## config.mk

```make
export PLATFORM = sky130hd
export DESIGN_NAME = scratch_dump
export DESIGN_NICKNAME = d
export VERILOG_FILES = /design/src/rtl/bpfvm_pkg.sv /design/src/rtl/scratch_dump.sv
export SDC_FILE = /design/constraint.sdc
export NUM_CORES = 1
export LEC_CHECK = 0
export CAP_MARGIN = 20
export CORE_ASPECT_RATIO = 0.6
export CORE_UTILIZATION = 64
export CTS_BUF_LIST = sky130_fd_sc_hd__clkbuf_8
export CTS_CLUSTER_SIZE = 20
export DETAILED_ROUTE_END_ITERATION = 16
export DONT_BUFFER_PORTS = 1
export PLACE_DENSITY = 0.82
export RECOVER_POWER = 50
export SYNTH_ARGS = -nofsm -noshare
export SYNTH_HDL_FRONTEND = slang
export SYNTH_SLANG_ARGS = --single-unit
```

## constraint.sdc

```tcl
create_clock -name clk -period 1.75 [get_ports clk]
set_clock_uncertainty 0.15 [all_clocks]
set_input_delay 0.35 -clock clk [delete_from_list [all_inputs] [get_ports clk]]
set_output_delay 0.35 -clock clk [all_outputs]
set_load 0.1 [all_outputs]
```

## src/rtl/bpfvm_pkg.sv

```systemverilog
// bpfvm_pkg: definitions shared between the BPF VM scratch memory and the
// blocks that sit beside it.
//   dump_state_t        - state encoding of the scratch dump walker
//   SCRATCH_ADDR_WIDTH  - default scratch address width (16 words)
//   SCRATCH_DATA_WIDTH  - default scratch word width
package bpfvm_pkg;

  localparam int SCRATCH_ADDR_WIDTH = 4;
  localparam int SCRATCH_DATA_WIDTH = 32;

  typedef enum logic [1:0] {
    IDLE = 2'b00,
    REQ  = 2'b01,
    SEND = 2'b10
  } dump_state_t;

endpackage : bpfvm_pkg

```

## src/rtl/scratch_dump.sv

```systemverilog
// scratch_dump: walks every scratch word and streams it to the host debug
// path. The scratch read port is borrowed one word per grant (mem_req /
// mem_gnt), so the CPU owning the port is never stalled. Output is a
// valid/ready stream with a last flag on the final index.
// Ports:
//   clk, rst     clock; synchronous active-high reset
//   start        pulse; begins a dump when idle, ignored while busy
//   mem_req      request for the scratch read port (REQ state)
//   mem_gnt      port granted this cycle
//   mem_addr     scratch address (word counter)
//   mem_rdata    scratch word at mem_addr, same-cycle
//   dump_data    registered streamed word
//   dump_addr    scratch index of dump_data
//   dump_valid   dump_data valid
//   dump_ready   consumer accepts on valid & ready
//   dump_last    marks the final index
//   busy         dump in progress
//   done         one-cycle pulse after the last word is accepted
module scratch_dump
  import bpfvm_pkg::*;
#(
  parameter int ADDR_WIDTH = SCRATCH_ADDR_WIDTH,
  parameter int DATA_WIDTH = SCRATCH_DATA_WIDTH
) (
  input  logic                  clk,
  input  logic                  rst,
  input  logic                  start,
  output logic                  mem_req,
  input  logic                  mem_gnt,
  output logic [ADDR_WIDTH-1:0] mem_addr,
  input  logic [DATA_WIDTH-1:0] mem_rdata,
  output logic [DATA_WIDTH-1:0] dump_data,
  output logic [ADDR_WIDTH-1:0] dump_addr,
  output logic                  dump_valid,
  input  logic                  dump_ready,
  output logic                  dump_last,
  output logic                  busy,
  output logic                  done
);

  localparam logic [ADDR_WIDTH-1:0] ADDR_ZERO = {ADDR_WIDTH{1'b0}};
  localparam logic [ADDR_WIDTH-1:0] ADDR_ONE  = {{(ADDR_WIDTH-1){1'b0}}, 1'b1};
  localparam logic [ADDR_WIDTH-1:0] ADDR_MAX  = {ADDR_WIDTH{1'b1}};

  dump_state_t           state_r;
  dump_state_t           state_s;
  logic                  mem_req_s;
  logic                  accept_s;
  logic [ADDR_WIDTH-1:0] cnt_r;
  logic [DATA_WIDTH-1:0] dump_data_r;
  logic [ADDR_WIDTH-1:0] dump_addr_r;
  logic                  dump_valid_r;
  logic                  dump_last_r;
  logic                  done_r;

  assign accept_s = dump_valid_r & dump_ready;

  // Next-state selection and port request, decoded from the current state.
  always_comb begin
    state_s   = state_r;
    mem_req_s = 1'b0;
    case (state_r)
      IDLE: begin
        if (start) begin
          state_s = REQ;
        end else begin
          state_s = IDLE;
        end
      end
      REQ: begin
        mem_req_s = 1'b1;
        if (mem_gnt) begin
          state_s = SEND;
        end else begin
          state_s = REQ;
        end
      end
      SEND: begin
        if (accept_s) begin
          // The last word returns to IDLE; otherwise fetch the next word.
          if (dump_last_r) begin
            state_s = IDLE;
          end else begin
            state_s = REQ;
          end
        end else begin
          state_s = SEND;
        end
      end
      default: begin
        state_s = IDLE;
      end
    endcase
  end

  // State register, word counter, output stage and done pulse.
  always_ff @(posedge clk) begin
    if (rst) begin
      state_r      <= IDLE;
      cnt_r        <= ADDR_ZERO;
      dump_data_r  <= {DATA_WIDTH{1'b0}};
      dump_addr_r  <= ADDR_ZERO;
      dump_valid_r <= 1'b0;
      dump_last_r  <= 1'b0;
      done_r       <= 1'b0;
    end else begin
      state_r <= state_s;
      done_r  <= 1'b0;
      case (state_r)
        IDLE: begin
          if (start) begin
            cnt_r <= ADDR_ZERO;
          end
        end
        REQ: begin
          // Snapshot the word on the granted cycle; the port is released
          // immediately afterwards, so later gnt changes cannot affect it.
          if (mem_gnt) begin
            dump_data_r  <= mem_rdata;
            dump_addr_r  <= cnt_r;
            dump_valid_r <= 1'b1;
            dump_last_r  <= (cnt_r == ADDR_MAX);
          end
        end
        SEND: begin
          if (accept_s) begin
            dump_valid_r <= 1'b0;
            if (dump_last_r) begin
              done_r <= 1'b1;
            end else begin
              cnt_r <= cnt_r + ADDR_ONE;
            end
          end
        end
        default: begin
          dump_valid_r <= 1'b0;
        end
      endcase
    end
  end

  assign mem_req    = mem_req_s;
  assign mem_addr   = cnt_r;
  assign dump_data  = dump_data_r;
  assign dump_addr  = dump_addr_r;
  assign dump_valid = dump_valid_r;
  assign dump_last  = dump_last_r;
  assign busy       = (state_r != IDLE);
  assign done       = done_r;

endmodule : scratch_dump

```

# [Word level (Yosys, flattened, before mapping)]
# Cells that the tools add are included.
[word_totals] reg_bits=45 in_bits=37 out_inout_bits=45 wordCells=40
[classes] n_addsub=1 n_eq_ne=7 muxes=14 bitwise=4 n_reduce_logical=7
[ops] operator="$mux W4" count=3
[ops] operator="$ne A2 B2 Y1 const B" count=4
[ops] operator="$pmux W4 S2" count=1
[ops] operator="$mux W1" count=6
[ops] operator="$pmux W2 S3" count=1
[ops] operator="$add A4 B1 Y4 const B" count=1
[ops] operator="$eq A4 B4 Y1 const B" count=1
[ops] operator="$mux W2" count=2
[ops] operator="$reduce_and A4 Y1" count=1
[ops] operator="$reduce_bool A2 Y1" count=2
[ops] operator="$not A1 Y1" count=3
[ops] operator="$pmux W1 S3" count=1
[ops] operator="$reduce_and A3 Y1" count=1
[ops] operator="$reduce_or A3 Y1" count=1
[ops] operator="$eq A2 B1 Y1 const B" count=1
[ops] operator="$eq A2 B2 Y1 const B" count=1
[ops] operator="$logic_not A2 Y1" count=1
[ops] operator="$reduce_and A2 Y1" count=1
[ops] operator="$and A1 B1 Y1" count=1

# [Logic depth before layout (Yosys ltp)]
[depth] ltp_word=4 mapped_depth=6 mapped_depth_nobuf=4

# [Worst setup path after synthesis]
# Ideal clock, no wire load.
[synth_timing] path_kind="flip-flop to flip-flop" start="register cnt_r[0] (netlist: mem_addr[0])" end="register cnt_r[2] (netlist: mem_addr[2])" setup_time_ns=0.075 arrival_time_ns=1.892 t_required_ns=1.525 path_slack_ns=-0.367 stages_incl_launch_ff=5 path_buffers=0 period_less_slack_ns=2.117 cell_sequence="dfxtp_1 ha_1 nand2b_1 or4_1 a31oi_1"
[synth_between] elab_chain_cells=4
[synth_lines] item="from (decl)" line="scratch_dump.sv:49" rtl="logic [ADDR_WIDTH-1:0] cnt_r;"
[synth_lines] item="from (signal assigned)" line="scratch_dump.sv:131" rtl="cnt_r <= cnt_r + ADDR_ONE;"
[synth_lines] item="$add A4 B1 Y4" line="scratch_dump.sv:131"
[synth_lines] item="$mux W4" line="scratch_dump.sv:128" rtl="if (dump_last_r) begin"
[synth_lines] item="$mux W4" line="scratch_dump.sv:126" rtl="if (accept_s) begin"
[synth_lines] item="$pmux W4 S2" line="scratch_dump.sv:109" rtl="case (state_r)"
# Every way passes these cells. The select of a mux whose other input is x is not followed.
# A chain may end at the register's enable or synchronous reset.

# [Worst setup path in the final report]
[layout_timing] start="register state_r[1]" end="output busy"
[layout_between] elab_chain_cells=1
[layout_lines] item="from (decl)" line="scratch_dump.sv:45" rtl="dump_state_t state_r;"
[layout_lines] item="from (signal assigned)" line="scratch_dump.sv:107" rtl="state_r <= state_s;"
[layout_lines] item="$reduce_bool A2 Y1" line="scratch_dump.sv:148" rtl="assign busy = (state_r != IDLE);"
[layout_lines] item="to (decl)" line="scratch_dump.sv:37" rtl="output logic busy,"
# Every way passes these cells.

==> run summary <==
ROUTE
------------------------------------------------------------------------------
Wire length per cell                                                   14.3 um
First-pass iteration count of the detailed router                            4
Antenna violation net count after detailed routing                           0
Met1 Routed Length                                                     1710 um
Total Wirelength                                                       4030 um
Met3 WL                                                                 364 um
Via count                                                                 1610
Top Layer Used                                                            met4
Drt drc                                                                      0
Routed met2 length                                                     1900 um
Routed vias/inst                                                          5.71
Starting DRC count in detailed routing                                     141

SETUP PATH
------------------------------------------------------------------------------
Critical path launch point type                                      flip-flop
Critical setup path kind                                          flip-flop to output port
Required time at the endpoint of the critical path                     1.25 ns
Flop-to-flop setup slack                                               0.20 ns
Kind of end point of the critical path                             output port
Worst r2r dst                                                     dump_last$_SDFFE_PP0P_
Maximum fanout along the worst path                                         10
Worst R2R Start                                                   state_r[1]$_SDFF_PP0_
Reg2Reg Depth                                                                4
Data arrival time of the worst path                                    1.20 ns

DIE
------------------------------------------------------------------------------
Chip width                                                             68.4 um
Std cell rows                                                               14
Total die area                                                     0.00286 mm2
Initial standard-cell utilization of the core                            0.675
Core ar.                                                           0.00250 mm2
I/O pins                                                                    82
Die boundary height                                                    41.8 um

SYNTH
------------------------------------------------------------------------------
Largest area contributor in the synthesized netlist               sky130_fd_sc_hd__dfxtp_1
Synth warn                                                                   0
Dominant register cell in the synthesized netlist                 sky130_fd_sc_hd__dfxtp_1
Count of flip-flops with a built-in enable after synthesis                   0
Register bit count reported by yosys                                        45
FFs w/ async S/R, synth                                                      0
Sequential cell area fraction in the yosys report                        0.533
Top cells by area in the synthesized netlist                      sky130_fd_sc_hd__dfxtp_1 53%, sky130_fd_sc_hd__nand2_1 16%, sky130_fd_sc_hd__a21oi_1 12%
Synthesized netlist net count                                              244
Most numerous cell in the Yosys netlist                           sky130_fd_sc_hd__nand2_1
Cell area after synthesis                                          0.00169 mm2
Post-synthesis instance total                                              206
Proportion of netlist area held by the largest area contributor          0.533
Most common library cells after synthesis                         74 x sky130_fd_sc_hd__nand2_1, 45 x sky130_fd_sc_hd__dfxtp_1, 40 x sky130_fd_sc_hd__a21oi_1, 7 x sky130_fd_sc_hd__clkbuf_1, 5 x sky130_fd_sc_hd__nand2b_1
Number of different library cells in the post-synthesis netlist             30
Syn avg cell area                                                     8.21 um2

CLOCKING
------------------------------------------------------------------------------
Worst-skew pair later-pin latency                                      0.29 ns
CTS max path bufs                                                            2
Clock tree from TritonCTS                                                  yes
H-tree depth reported by CTS                                                 2
Clock slew at reported path FFs                                        0.08 ns
Number of buffers added by the clock tree synthesis step                     5
Sinks on Clock Net                                                          45
Clock Root Buffer                                                 sky130_fd_sc_hd__clkbuf_8

GLOBAL ROUTING
------------------------------------------------------------------------------
Antenna violations before repair                                             0
Remaining Overflow, GRT                                                      0
Global-route wire length before repair                                 6200 um
Vias in the first global route                                            1484
Largest net degree at the start of global routing                           42
Total global-route track usage                                           0.299

TIMING
------------------------------------------------------------------------------
Shortest period the worst path allows                                  1.70 ns
Slew headroom                                                            0.621
Transition time at the pin with the least slew margin                 0.569 ns
Number of hold violations in the final report                                0
Post-route worst hold slack                                          0.0338 ns
Final-layout setup total negative slack                                   0 ns
Unrepaired setup endpoints after global routing                             no
Final Setup Violations                                                       0
Number of max-slew violations in the final report                            0
Part of the cycle the worst path needs                                   0.971
Fmax                                                                   588 MHz

PLACE
------------------------------------------------------------------------------
Dpl hpwl                                                               2700 um
Instance count after placement with tap cells included                     273
Number of input and output port buffers inserted                             0
RD Place Congestion                                                      0.849

HOLD PATH
------------------------------------------------------------------------------
Hold Path Sink                                                    dump_data[7]$_SDFFE_PP0P_
Worst hold path type                                              primary input to flip-flop
Worst Hold Path Cells                                                        2
Worst hold path startpoint                                        mem_rdata[7]

POWER AND IR DROP
------------------------------------------------------------------------------
Max rail drop VDD                                                     0.781 mV
Leakage dissipation                                                   0.864 nW
Sum of internal, switching and leakage power                           2.21 mW
Power density normalized to cell area                              1030 mW/mm2

RUN
------------------------------------------------------------------------------
Max cap viols                                                                0

LAYOUT
------------------------------------------------------------------------------
Inserted Diodes                                                              0
Area added between synthesis and finish                                  27.4%
Final Util                                                               0.861
Number of nets in the finished design                                      287
Layout cell share with drive strength beyond 1                           0.280
Non-filler cells, final                                                    282

OUTCOME
------------------------------------------------------------------------------
Status                                                            complete, no violations

[kinds of logic after synthesis]
logic type                 count (synthesis)  share of synthesized area
and+or+nand+nor                          100                      0.271
AOI/OAI and AO/OA                         46                      0.143
DFF                                       45                      0.533
buffers and inverters                     13                     0.0399
muxes                                      1                    0.00592
adders and majority gates                  1                    0.00740
[where the power goes]
| group | switching [mW] | total [mW] | internal (mW) | leakage, nW |
|---|---|---|---|---|
| logic | 0.347 | 0.444 | 0.0964 | 0.442 |
| registers | 0.0181 | 1.07 | 1.06 | 0.368 |
| clock network | 0.338 | 0.695 | 0.357 | 0.0542 |
[placed cells by master, fill, tap and decap left out, drive strengths merged]
cell     n
nand2b   6
clkinv   1
clkbuf  18
and2b    1
nor4b    1
and3b    1
a31oi    1
or2      2
dfxtp   45
nand3b   2
ha       1
nand4    1
or4      1
o21ba    1
a21oi   40
nand4b   1
o22ai    1
nor2b    3
nand3    2
o21ai    2
nor2     2
o221ai   1
nand2   74
buf     38
or3      2
mux2i    1
or3b     1
[worst max-delay path, stage by stage, from the launching register on]
cell	delay (ns)
sky130_fd_sc_hd__dfxtp_2	0.38
sky130_fd_sc_hd__or2_2	0.34
sky130_fd_sc_hd__buf_12	0.18
[how the worst max path moves through the flow]
| stage | start | to |
|---|---|---|
| finish | state_r[1]$_SDFF_PP0_ | busy |
| global route | state_r[1]$_SDFF_PP0_ | busy |
| CTS | state_r[1]$_SDFF_PP0_ | busy |
| detailed placement | state_r[1]$_SDFF_PP0_ | mem_addr[3]$_SDFFE_PP0P_ |
| global placement | state_r[1]$_SDFF_PP0_ | state_r[0]$_SDFF_PP0_ |
| floorplan | mem_addr[1]$_SDFFE_PP0P_ | mem_addr[2]$_SDFFE_PP0P_ |
[flip-flops by register name (all words and copies together), names as in the netlist]
| name | cells |
|---|---|
| dump_data | 32 |
| state_r | 2 |
| mem_addr | 4 |
| dump_addr | 4 |
| dump_last | 1 |
| done | 1 |
| dump_valid | 1 |
[layer usage]
metal  vias up  track usage
met2        95        0.500
met4         0        0.121
li1        763            -
met3         6        0.107
met1       746        0.342
met5         -            0
[area by class of cell]
type	count	area [um2]
clock buffers	7	96.3
clock inverters	1	5.00
fillers	142	349
multi-input cells	148	723
flip-flops and latches	45	911
well taps	32	40.0
repair buffers	49	380
[per-stage QoR]
stage               cell area, um2  setup WS [ns]
finish                        2160         0.0506
CTS                           2190       0.000412
detailed placement            2070          0.261
global placement              2070          0.308
global route                  2160         0.0240
floorplan                     1700       -0.00772
[repair_timing]
item                                   4_1_cts  5_1_grt
gates resized for setup                      0        2
setup endpoints to repair                    0        2
hold buffers                                 1        0
setup buffers                                0        0
endpoints found under the hold margin       41        0
No activity file was read; power rests on OpenSTA's default activity.
